File: src/rtl/chan_sel_pkg.sv
// Shared types and limits for the channel selector: scan FSM state encoding
// and the largest supported channel count.
package chan_sel_pkg;

  localparam int CH_NUM_MAX = 16;

  typedef logic [0:0] scan_state_t;

  localparam scan_state_t MANUAL = 1'b0;
  localparam scan_state_t SCAN   = 1'b1;

endpackage

File: src/rtl/chan_sel_mux_if.sv
// Data/control bundle between the channel selector and its surroundings.
// master = the block driving channel data and key pulses, slave = chan_sel_mux.
interface chan_sel_mux_if
  import chan_sel_pkg::*;
#(
  parameter int CH_NUM = 4,
  parameter int WIDTH  = 8
);

  localparam int SEL_W = $clog2(CH_NUM);

  logic [CH_NUM*WIDTH-1:0] din;
  logic                    key_next;
  logic                    key_prev;
  logic                    load;
  logic [SEL_W-1:0]        load_sel;
  logic                    scan_mode;
  logic [WIDTH-1:0]        dout;
  logic [SEL_W-1:0]        sel;
  logic                    sel_change;

  modport master (
    output din, key_next, key_prev, load, load_sel, scan_mode,
    input  dout, sel, sel_change
  );

  modport slave (
    input  din, key_next, key_prev, load, load_sel, scan_mode,
    output dout, sel, sel_change
  );

endinterface

File: src/rtl/sel_wrap_ctr.sv
// Modulo-CH_NUM up/down select counter with range-checked load and a
// one-cycle change pulse; manual_o flags a manual action that took effect.
module sel_wrap_ctr #(
  parameter  int CH_NUM = 4,
  localparam int SEL_W  = $clog2(CH_NUM)
) (
  input  logic             clk,
  input  logic             reset,
  input  logic             next_i,
  input  logic             prev_i,
  input  logic             load_i,
  input  logic [SEL_W-1:0] load_sel_i,
  input  logic             tick_i,
  output logic [SEL_W-1:0] sel_o,
  output logic             change_o,
  output logic             manual_o
);

  localparam logic [SEL_W-1:0] SEL_LAST = SEL_W'(CH_NUM - 1);
  localparam logic [SEL_W:0]   CH_LIMIT = (SEL_W + 1)'(CH_NUM);

  logic [SEL_W-1:0] sel_q, sel_d, sel_up, sel_dn;
  logic             change_q;
  logic             load_ok;

  assign load_ok  = load_i && ({1'b0, load_sel_i} < CH_LIMIT);
  // An out-of-range load still wins priority; it just leaves sel where it is.
  assign manual_o = load_i ? load_ok : (next_i ^ prev_i);

  assign sel_up = (sel_q == SEL_LAST) ? '0 : sel_q + SEL_W'(1);
  assign sel_dn = (sel_q == '0) ? SEL_LAST : sel_q - SEL_W'(1);

  always_comb begin
    // NOTE: default assignment first so every path drives sel_d; no latch.
    sel_d = sel_q;
    if (load_i) begin
      if (load_ok) sel_d = load_sel_i;
    end else if (next_i && prev_i) begin
      sel_d = sel_q;
    end else if (next_i) begin
      sel_d = sel_up;
    end else if (prev_i) begin
      sel_d = sel_dn;
    end else if (tick_i) begin
      sel_d = sel_up;
    end
  end

  always_ff @(posedge clk or negedge reset) begin
    // NOTE: non-blocking updates so both flops see the same pre-edge sel_q.
    if (!reset) begin
      sel_q    <= '0;
      change_q <= 1'b0;
    end else begin
      sel_q    <= sel_d;
      change_q <= (sel_d != sel_q);
    end
  end

  assign sel_o    = sel_q;
  assign change_o = change_q;

endmodule

File: src/rtl/chan_sel_mux.sv
// Registered N-channel data selector stepped by key pulses, with direct load.
// Define CHAN_SEL_AUTOSCAN_EN to build the timed auto-scan FSM and dwell counter.
module chan_sel_mux
  import chan_sel_pkg::*;
#(
  parameter int CH_NUM   = 4,
  parameter int WIDTH    = 8,
  parameter int SCAN_DIV = 50_000_000
) (
  input  logic          clk,
  input  logic          reset,
  chan_sel_mux_if.slave bus
);

  localparam int SEL_W = $clog2(CH_NUM);

  if (CH_NUM < 2 || CH_NUM > CH_NUM_MAX || SCAN_DIV < 2) begin : g_param_check
    $error("chan_sel_mux: CH_NUM must be 2..%0d and SCAN_DIV >= 2", CH_NUM_MAX);
  end

  logic [SEL_W-1:0] sel;
  logic             sel_change;
  logic             manual;
  logic             tick;
  logic [WIDTH-1:0] dout_q;
  logic [WIDTH-1:0] ch_data [CH_NUM];

  sel_wrap_ctr #(.CH_NUM(CH_NUM)) u_sel_ctr (
    .clk        (clk),
    .reset      (reset),
    .next_i     (bus.key_next),
    .prev_i     (bus.key_prev),
    .load_i     (bus.load),
    .load_sel_i (bus.load_sel),
    .tick_i     (tick),
    .sel_o      (sel),
    .change_o   (sel_change),
    .manual_o   (manual)
  );

`ifdef CHAN_SEL_AUTOSCAN_EN
  localparam int                DW      = $clog2(SCAN_DIV);
  localparam logic [DW-1:0]     DW_LAST = DW'(SCAN_DIV - 1);

  scan_state_t   state_q, state_d;
  logic [DW-1:0] dwell_q, dwell_d;

  // A manual action restarts the dwell so a full period always follows it.
  always_comb begin
    state_d = state_q;
    dwell_d = dwell_q;
    tick    = 1'b0;
    case (state_q)
      MANUAL: begin
        dwell_d = '0;
        if (bus.scan_mode) state_d = SCAN;
      end
      SCAN: begin
        if (!bus.scan_mode) begin
          state_d = MANUAL;
          dwell_d = '0;
        end else if (manual) begin
          dwell_d = '0;
        end else if (dwell_q == DW_LAST) begin
          tick    = 1'b1;
          dwell_d = '0;
        end else begin
          dwell_d = dwell_q + DW'(1);
        end
      end
      default: state_d = MANUAL;
    endcase
  end

  always_ff @(posedge clk or negedge reset) begin
    if (!reset) begin
      state_q <= MANUAL;
      dwell_q <= '0;
    end else begin
      state_q <= state_d;
      dwell_q <= dwell_d;
    end
  end
`else
  localparam int UNUSED_SCAN_DIV = SCAN_DIV;
  logic unused_scan;

  assign tick        = 1'b0;
  assign unused_scan = bus.scan_mode ^ manual;
`endif

  for (genvar k = 0; k < CH_NUM; k++) begin : g_ch
    assign ch_data[k] = bus.din[k*WIDTH +: WIDTH];
  end

  always_ff @(posedge clk or negedge reset) begin
    if (!reset) dout_q <= '0;
    else        dout_q <= ch_data[sel];
  end

  assign bus.dout       = dout_q;
  assign bus.sel        = sel;
  assign bus.sel_change = sel_change;

endmodule

File: src/flat_wrapper.sv
// flat-port wrapper written by rule: the top's interface ports become plain ports
module chan_sel_mux_flat import chan_sel_pkg::*;
#(
  parameter int CH_NUM   = 4,
  parameter int WIDTH    = 8,
  parameter int SCAN_DIV = 50_000_000
)
  (clk, reset, bus_din, bus_key_next, bus_key_prev, bus_load, bus_load_sel, bus_scan_mode, bus_dout, bus_sel, bus_sel_change);
  chan_sel_mux_if #(.CH_NUM(CH_NUM), .WIDTH(WIDTH)) bus_i ();
  input  logic clk;
  input  logic reset;
  input wire logic [$bits(bus_i.din)-1:0] bus_din;
  input wire logic [$bits(bus_i.key_next)-1:0] bus_key_next;
  input wire logic [$bits(bus_i.key_prev)-1:0] bus_key_prev;
  input wire logic [$bits(bus_i.load)-1:0] bus_load;
  input wire logic [$bits(bus_i.load_sel)-1:0] bus_load_sel;
  input wire logic [$bits(bus_i.scan_mode)-1:0] bus_scan_mode;
  output wire logic [$bits(bus_i.dout)-1:0] bus_dout;
  output wire logic [$bits(bus_i.sel)-1:0] bus_sel;
  output wire logic [$bits(bus_i.sel_change)-1:0] bus_sel_change;
  assign bus_i.din = bus_din;
  assign bus_i.key_next = bus_key_next;
  assign bus_i.key_prev = bus_key_prev;
  assign bus_i.load = bus_load;
  assign bus_i.load_sel = bus_load_sel;
  assign bus_i.scan_mode = bus_scan_mode;
  assign bus_dout = bus_i.dout;
  assign bus_sel = bus_i.sel;
  assign bus_sel_change = bus_i.sel_change;
  chan_sel_mux #(.CH_NUM(CH_NUM), .WIDTH(WIDTH), .SCAN_DIV(SCAN_DIV)) u_core (.clk(clk), .reset(reset), .bus(bus_i));
endmodule
File: config.mk
export PLATFORM = sky130hd
export DESIGN_NAME = chan_sel_mux_flat
export DESIGN_NICKNAME = d
export VERILOG_FILES = /design/src/rtl/chan_sel_pkg.sv /design/src/rtl/chan_sel_mux_if.sv /design/src/rtl/sel_wrap_ctr.sv /design/src/rtl/chan_sel_mux.sv /design/src/flat_wrapper.sv
export SDC_FILE = /design/constraint.sdc
export NUM_CORES = 1
export LEC_CHECK = 0
export ABC_AREA = 1
export ABC_CLOCK_PERIOD_IN_PS = 1500
export CORE_MARGIN = 5
export CORE_UTILIZATION = 32
export DETAILED_ROUTE_END_ITERATION = 12
export MAX_ROUTING_LAYER = met4
export PLACE_DENSITY = 0.78
export SYNTH_ARGS = -nofsm -noshare
export SYNTH_HDL_FRONTEND = slang
export SYNTH_SLANG_ARGS = --single-unit
File: constraint.sdc
create_clock -name clk -period 1.5 [get_ports clk]
set_input_delay 0.225 -clock clk [delete_from_list [all_inputs] [get_ports clk]]
set_output_delay 0.225 -clock clk [all_outputs]
set_load 0.01 [all_outputs]
==> results of run 1 <==
[final timing paths]
kind                                           startpoint  cells past startpoint  slack (ns)                   endpoint
worst max-delay path            u_core.u_sel_ctr.sel_o[0]                      1        0.08                 bus_sel[0]
worst min-delay path                                reset                      1        0.30         u_core.bus.dout[1]
worst max register to register  u_core.u_sel_ctr.sel_o[0]                     10        0.18  u_core.u_sel_ctr.change_o
worst min register to register  u_core.u_sel_ctr.sel_o[1]                      2        0.57  u_core.u_sel_ctr.change_o
max in group asynchronous                           reset                      1        0.82  u_core.u_sel_ctr.sel_o[1]
min in group clk                          bus_load_sel[0]                      3        0.55  u_core.u_sel_ctr.sel_o[0]
[sequential cells by signal, summed over array words and instances, names as in the netlist]
name	count
u_core.u_sel_ctr.sel_o	2
u_core.bus.dout	8
u_core.u_sel_ctr.change_o	1
[power by group through the flow]
stage	registers, mW	clock network [mW]	logic [mW]
final	0.373	0.196	0.444
after floorplan	0.402	0	0.165
after CTS	0.377	0.200	0.433
after global placement	0.378	0	0.422
after global routing	0.379	0.222	0.484
after detailed placement	0.382	0	0.434
[per-layer routing]
| metal | part of all wire [%] | vias up |
|---|---|---|
| met5 | 0 | - |
| met4 | 2.1 | 0 |
| met3 | 6.5 | 4 |
| met2 | 54 | 26 |
| met1 | 37 | 371 |
| li1 | - | 394 |
[kinds of logic (layout without fill, tap and decap cells)]
group | after synthesis | after routing | share of synthesized area, %
AO/OA/AOI/OAI | 24 | 24 | 20.0
flip-flops | 11 | 11 | 42.3
AND/OR/NAND/NOR | 39 | 39 | 28.7
buffers and inverters | 11 | 66 | 9.04
[cell usage in the layout, fill, tap and decap left out]
cell,count
nand3_2,2
dfrtp_1,9
nand3_1,4
nand2_1,9
inv_2,2
nor2_1,17
o21ai_0,16
clkdlybuf4s50_1,48
nand2_2,6
clkbuf_4,3
inv_1,5
o22ai_1,8
buf_4,6
dlygate4sd2_1,1
clkbuf_1,1
dfrtp_2,2
nand2_4,1
[synthesized netlist by cell type, drive strengths merged]
library cell	number
nor2	17
nand2	16
o21ai	16
dfrtp	11
o22ai	8
inv	7
nand3	6
buf	3
clkbuf	1
[through the flow]
step	hold WS (ns)	worst slack, ns
after floorplan	-0.0706	0.401
after global placement	0.588	0.0872
after global routing	0.332	0.0434
after detailed placement	0.597	0.0628
final	0.299	0.0819
after CTS	0.314	0.0244
[layout make-up]
class                   instances  share of cell area [%]
inverters                       7                    2.16
well taps                      27                    2.78
multi-input cells              63                    26.1
flip-flops and latches         11                    22.9
repair buffers                 55                    44.0
clock buffers                   4                    2.16
[repair_timing]
action	CTS	global route
resized for setup	3	0
endpoints found under the hold margin	0	0
setup buffers	0	3
endpoints found under the setup margin	2	1
==> impl_metrics.toml, run 1 <==
[layout]
final_cells = 167
fin_nets = 181
multiInputGateArea_um2 = 317
syn_to_final_growth_pct = 86.7
fillers = 165
final_core_util_pct = 62.6
diodes = 0
register_area_um2 = 278
design_area_mm2 = 0.00121
drive_gt1_share_pct = 15.7

[place]
dpl.hpwl_um = 1810
placed_cells = 160
placed_area_mm2 = 0.00116
io_buffers = 49
place_congestion = 0.773

[clocking]
cts_max_level = 1
clk_pin_slew_ns = 0.07
worstSkewPairLatency_ns = 0.26
cts_root_buf = "clkbuf_4"
clk_path_buf_depth = 2
cts_buffers = 3
cts_tree = "built"
cts_num_sinks = 11
cts-hold-fix-buffers = 0

[yosys]
avgSynthCellArea_um2 = 7.65
syn_area_um2 = 651
postSynthCellCount = 85
ys_ff_latch = 11
synth_top_area_share_pct = 42.3
yosysSeqAreaShare_pct = 42.3
yosysTopAreaCell = "dfrtp_1"
yosys_warnings = 0
synth_cell_types = 14
synth_area_leaders = "dfrtp_1 42%, o21ai_0 12%, nor2_1 9.8%"
synth_fp_nets = 125

[route]
routedWlPerCell_um = 13.3
wirelength_um = 2220
viasPerCell = 4.76
drtIter0Drc = 4
postRouteAntennaNets = 0
dr.pass1.iters = 2
via_count = 795
drc_errors = 0

[floorplan]
placementRows = 16
start_util_pct = 33.5
dieArea_mm2 = 0.00303
die_w_um = 55.1
ios = 51
dieHeight_um = 55.1
core-area_mm2 = 0.00194

[outcome]
outcome = "completed"

[timing]
finalCriticalPeriod_ns = 1.42
skew_ns = 0.00757
worst_slew_pin_slew_ns = 0.509
drv_slew = 0
fin_crit_sh_pct = 94.5
slew_headroom_pct = 66.0
finalHoldViolCount = 0
setup-tns-final_ns = 0
final-setup-viol-count = 0
timing.fmax_mhz = 705
rsz0062_at_grt = "false"

[power]
p_switching_uw = 305
peakVddDrop_mv = 0.480
clockPowerShare_pct = 19.4
p_leak_nw = 0.523
intPower_uw = 709
switching_share_pct = 30.1
p_comb_share_pct = 43.8
p_total_mw = 1.01
powerDensity_mw_per_mm2 = 835
pwr-share-seq_pct = 36.8

[global_routing]
grt_overflow = 0
grtUsageMet3_pct = 2.41
grt_first_pass_wirelength_um = 3530
grt_busiest_layer = "met2"
met1_usage_pct = 17.0
grt_pass1_vias = 804
grt_max_degree = 17
antenna_found_initial = 0
use_met2_pct = 32.5
grt_usage_pct = 17.0

[worst_setup_path]
crit_arrival_ns = 1.19
cpPeakStageDelay_ns = 0.55
path_max_fanout = 5
critPathSlowestCell = "clkdlybuf4s50_1"
path_buf_inv = 1
startpoint_type = "register"
required_ns = 1.27
cpLargestDelayFamily = "buffers and inverters"
path_cells = "clkdlybuf4s50_1"
cp-end-kind = "output pin"
crit_type = "reg -> out"

[job]
max_cap_violations = 0

[hold_path]
hold_class = "in -> async"
(Power assumes the default switching activity.)
==> run 2: changes to the inputs <==
--- a/config.mk
+++ b/config.mk
@@ -12,6 +12,7 @@
 export DETAILED_ROUTE_END_ITERATION = 12
 export MAX_ROUTING_LAYER = met4
 export PLACE_DENSITY = 0.78
+export SETUP_SLACK_MARGIN = 0.05
 export SYNTH_ARGS = -nofsm -noshare
 export SYNTH_HDL_FRONTEND = slang
 export SYNTH_SLANG_ARGS = --single-unit
==> impl_metrics.toml, run 2 (synthesized netlist as in run 1, its figures left out) <==
[outcome]
outcome = "completed"

[layout]
design_area_mm2 = 0.00121
diodes = 0
fillers = 168
register_area_um2 = 278
final_cell_mix = "49 x clkdlybuf4s50_1, 17 x nor2_1, 16 x o21ai_0, 9 x nand2_1, 9 x dfrtp_1"
layout_commonest_cell = "clkdlybuf4s50_1"
drive_gt1_share_pct = 15.1
largest_reg_flops = 8
fin_nets = 180
multiInputGateArea_um2 = 317
syn_to_final_growth_pct = 85.8

[timing]
timing.fmax_mhz = 726
skew_ns = 0.00756
drv_slew = 0
finalCriticalPeriod_ns = 1.38
fin_ws_ns = 0.123
finalHoldViolCount = 0
setup-tns-final_ns = 0
rsz0062_at_grt = "false"
fin_crit_sh_pct = 91.8
worst_slew_pin_slew_ns = 0.515
final-setup-viol-count = 0
hold_slack_ns = 0.302
slew_headroom_pct = 65.6

[clocking]
worstSkewPairLatency_ns = 0.26
cts_tree = "built"
cts-hold-fix-buffers = 0
cts_num_sinks = 11
cts_max_level = 1
cts_buffers = 3
clk_path_buf_depth = 2
cts_root_buf = "clkbuf_4"
clk_pin_slew_ns = 0.07

[worst_setup_path]
required_ns = 1.27
path_buf_inv = 1
path_cells = "clkdlybuf4s50_1"
crit_type = "reg -> out"
critPathSlowestCell = "clkdlybuf4s50_1"
cp-end-kind = "output pin"
path_max_fanout = 2
crit_arrival_ns = 1.15
startpoint = "u_core.u_sel_ctr.sel_o[0]"
cpLargestDelayFamily = "buffers and inverters"
reg2reg_from = "u_core.u_sel_ctr.sel_o[0]"
startpoint_type = "register"
cpPeakStageDelay_ns = 0.54

[floorplan]
ios = 51
dieHeight_um = 55.1
start_util_pct = 33.5
core-area_mm2 = 0.00194
dieArea_mm2 = 0.00303
placementRows = 16
die_w_um = 55.1

[route]
drtIter0Drc = 6
postRouteAntennaNets = 0
via_count = 793
dr.pass1.iters = 2
routedWlPerCell_um = 13.4
drc_errors = 0
wirelength_um = 2230
viasPerCell = 4.78

[global_routing]
grt_usage_pct = 17.4
grt_overflow = 0
grt_pass1_vias = 816
grt_first_pass_wirelength_um = 3600
antenna_found_initial = 0
grt_max_degree = 17

[power]
powerDensity_mw_per_mm2 = 839
p_leak_nw = 0.518
peakVddDrop_mv = 0.494
p_total_mw = 1.01

[job]
max_cap_violations = 0

[hold_path]
hold_class = "in -> async"

[place]
pre_cts_slack_ns = 0.0628
dpl.hpwl_um = 1810
placed_area_mm2 = 0.00116
io_buffers = 49
place_congestion = 0.773
## run 2: cell count changes in the layout (fill, tap and decap cells not counted)
cell / change
buf_4: -1
clkdlybuf4s50_1: +1
dlygate4sd2_1: -1
## run 2: per-stage QoR
stage          std cells  utilization (%)
2_1_floorplan         85                -
3_3_place_gp         160             60.0
3_5_place_dp         160             60.0
4_1_cts              166             62.2
5_1_grt              166             62.2
6_report             166             62.2
## run 2: path summary, 6_finish.rpt
path	slack, ns	cells after the start	endpoint
max reg2reg	0.18	10	u_core.u_sel_ctr.change_o
min	0.30	1	u_core.bus.dout[1]
min in group clk	0.55	3	u_core.u_sel_ctr.sel_o[0]
max	0.12	1	bus_sel[0]
min reg2reg	0.63	3	u_core.u_sel_ctr.change_o
max in group asynchronous	0.82	1	u_core.u_sel_ctr.sel_o[1]
## run 2: final cells by class
class | count | share of cell area (%)
Timing Repair Buffer | 54 | 43.7
Multi-Input combinational cell | 63 | 26.2
Sequential cell | 11 | 23.0
Tap cell | 27 | 2.80
Clock buffer | 4 | 2.17
Inverter | 7 | 2.17
## run 2: timing repair
item / CTS / global route
hold endpoints to repair: 0 / 0
endpoints found under the setup margin: 2 / 0
resized for setup: 2 / 0
buffers inserted: 2 / 0
## run 2: routing by layer
metal | global-route usage (%) | routed length (um)
met1 | 17.2 | 816
met2 | 33.5 | 1220
met3 | 2.41 | 144
met4 | 7.29 | 46
met5 | - | 0
## run 2: where the power goes
group,leakage [nW],internal [mW],switching [mW]
clock,0.0150,0.102,0.0933
combinational,0.377,0.256,0.196
sequential,0.125,0.350,0.0154
total,0.518,0.709,0.305
==> run 3: changes to the inputs <==
--- a/config.mk
+++ b/config.mk
@@ -8,10 +8,9 @@
 export ABC_AREA = 1
 export ABC_CLOCK_PERIOD_IN_PS = 1500
 export CORE_MARGIN = 5
-export CORE_UTILIZATION = 32
+export CORE_UTILIZATION = 25
 export DETAILED_ROUTE_END_ITERATION = 12
 export MAX_ROUTING_LAYER = met4
-export PLACE_DENSITY = 0.78
 export SETUP_SLACK_MARGIN = 0.05
 export SYNTH_ARGS = -nofsm -noshare
 export SYNTH_HDL_FRONTEND = slang
==> impl_metrics.toml, run 3 (synthesized netlist as in run 1, its figures left out) <==
[route]
dr.pass1.iters = 4
drc_errors = 0
postRouteAntennaNets = 0
via_count = 769
drtIter0Drc = 13
routedWlPerCell_um = 12.8
wirelength_um = 2180
viasPerCell = 4.52

[clocking]
cts_buffers = 3
cts_max_level = 1
clk_pin_slew_ns = 0.07
clk_path_buf_depth = 2
cts_root_buf = "clkbuf_4"
cts-hold-fix-buffers = 0
worstSkewPairLatency_ns = 0.27
cts_num_sinks = 11
cts_tree = "built"

[layout]
fin_nets = 181
drive_gt1_share_pct = 15.7
final_cell_mix = "49 x clkdlybuf4s50_1, 17 x nor2_1, 16 x o21ai_0, 9 x nand2_1, 9 x dfrtp_1"
diodes = 0
syn_to_final_growth_pct = 87.5
layout_commonest_cell = "clkdlybuf4s50_1"
fillers = 242
largest_reg_flops = 8
final_core_util_pct = 49.2
final_cells = 170

[worst_setup_path]
reg2regPathDepth = 10
crit_type = "reg -> out"
path_buf_inv = 1
setup.worst_path.end = "bus_sel[0]"
path_max_fanout = 2
required_ns = 1.27
crit_arrival_ns = 1.18
timing.rr.end = "u_core.u_sel_ctr.change_o"
path_cells = "clkdlybuf4s50_1"
startpoint_type = "register"
cp.depth = 1
cpPeakStageDelay_ns = 0.54
cpLargestDelayFamily = "buffers and inverters"
critPathSlowestCell = "clkdlybuf4s50_1"
startpoint = "u_core.u_sel_ctr.sel_o[0]"
cp-end-kind = "output pin"
reg2reg_from = "u_core.u_sel_ctr.sel_o[0]"
r2r_slack_ns = 0.22

[floorplan]
die_w_um = 61.0
placementRows = 18
start_util_pct = 26.3
ios = 51
core-area_mm2 = 0.00248
dieArea_mm2 = 0.00372
dieHeight_um = 61.0

[timing]
drv_slew = 0
finalHoldViolCount = 0
rsz0062_at_grt = "false"
timing.fmax_mhz = 711
worst_slew_pin_slew_ns = 0.495
final-setup-viol-count = 0
finalCriticalPeriod_ns = 1.41
fin_crit_sh_pct = 93.8
setup-tns-final_ns = 0
slew_headroom_pct = 66.9
skew_ns = 0.00308

[global_routing]
grt_usage_pct = 13.1
grt_pass1_vias = 786
grt_max_degree = 17
antenna_found_initial = 0
grt_first_pass_wirelength_um = 3430
grt_overflow = 0

[place]
io_buffers = 49
dpl.hpwl_um = 1760
placed_cells = 164
place_congestion = 0.741

[power]
p_leak_nw = 0.522
powerDensity_mw_per_mm2 = 842
peakVddDrop_mv = 0.412

[hold_path]
hold_class = "in -> async"

[job]
max_cap_violations = 0

[outcome]
outcome = "completed"
run 3: changes by cell type in the layout (fill, tap and decap cells not counted):
| cell | before | now |
|---|---|---|
| buf_4 | 5 | 6 |
run 3: metrics by stage:
step | area, um^2 | setup WS [ns] | hold WS [ns] | power [mW]
after CTS | 1220 | 0.0858 | 0.307 | 1.04
final | 1220 | 0.0933 | 0.277 | 1.03
after detailed placement | 1180 | 0.0474 | 0.602 | 0.817
after global routing | 1220 | 0.0605 | 0.323 | 1.10
after global placement | 1180 | 0.0813 | 0.602 | 0.810
after floorplan | 651 | 0.401 | -0.0706 | 0.567
run 3: how the worst min path moves through the flow:
| stage | end | slack (ns) |
|---|---|---|
| final | u_core.bus.dout[1] | 0.28 |
| after global routing | u_core.bus.dout[3] | 0.32 |
| after CTS | u_core.bus.dout[3] | 0.31 |
| after detailed placement | u_core.bus.dout[1] | 0.60 |
| after global placement | u_core.bus.dout[1] | 0.60 |
| after floorplan | u_core.bus.dout[0] | -0.07 |
run 3: report_power, final:
group | switching (mW) | leakage (nW) | internal [mW]
registers | 0.0159 | 0.125 | 0.350
logic | 0.192 | 0.382 | 0.260
clock network | 0.107 | 0.0150 | 0.103
run 3: area by class of cell:
cell class	instances	area, um^2	area share [%]
clock buffer	4	26.3	2.15
tap	30	37.5	3.08
sequential	11	278	22.8
timing repair buffer	55	536	43.9
inverter	7	26.3	2.15
multi-input combinational	63	317	25.9
run 3: metal layers:
metal | track usage [%] | routed length (um) | up-vias
met5 | - | 0 | -
met4 | 8.67 | 80 | 0
met3 | 1.05 | 119 | 7
met2 | 24.0 | 1160 | 23
met1 | 13.2 | 828 | 345
li1 | - | - | 394
run 3: timing repair:
action,in CTS,in global routing
endpoints found under the setup margin,2,0
gates resized for setup,2,0
buffers inserted,2,0
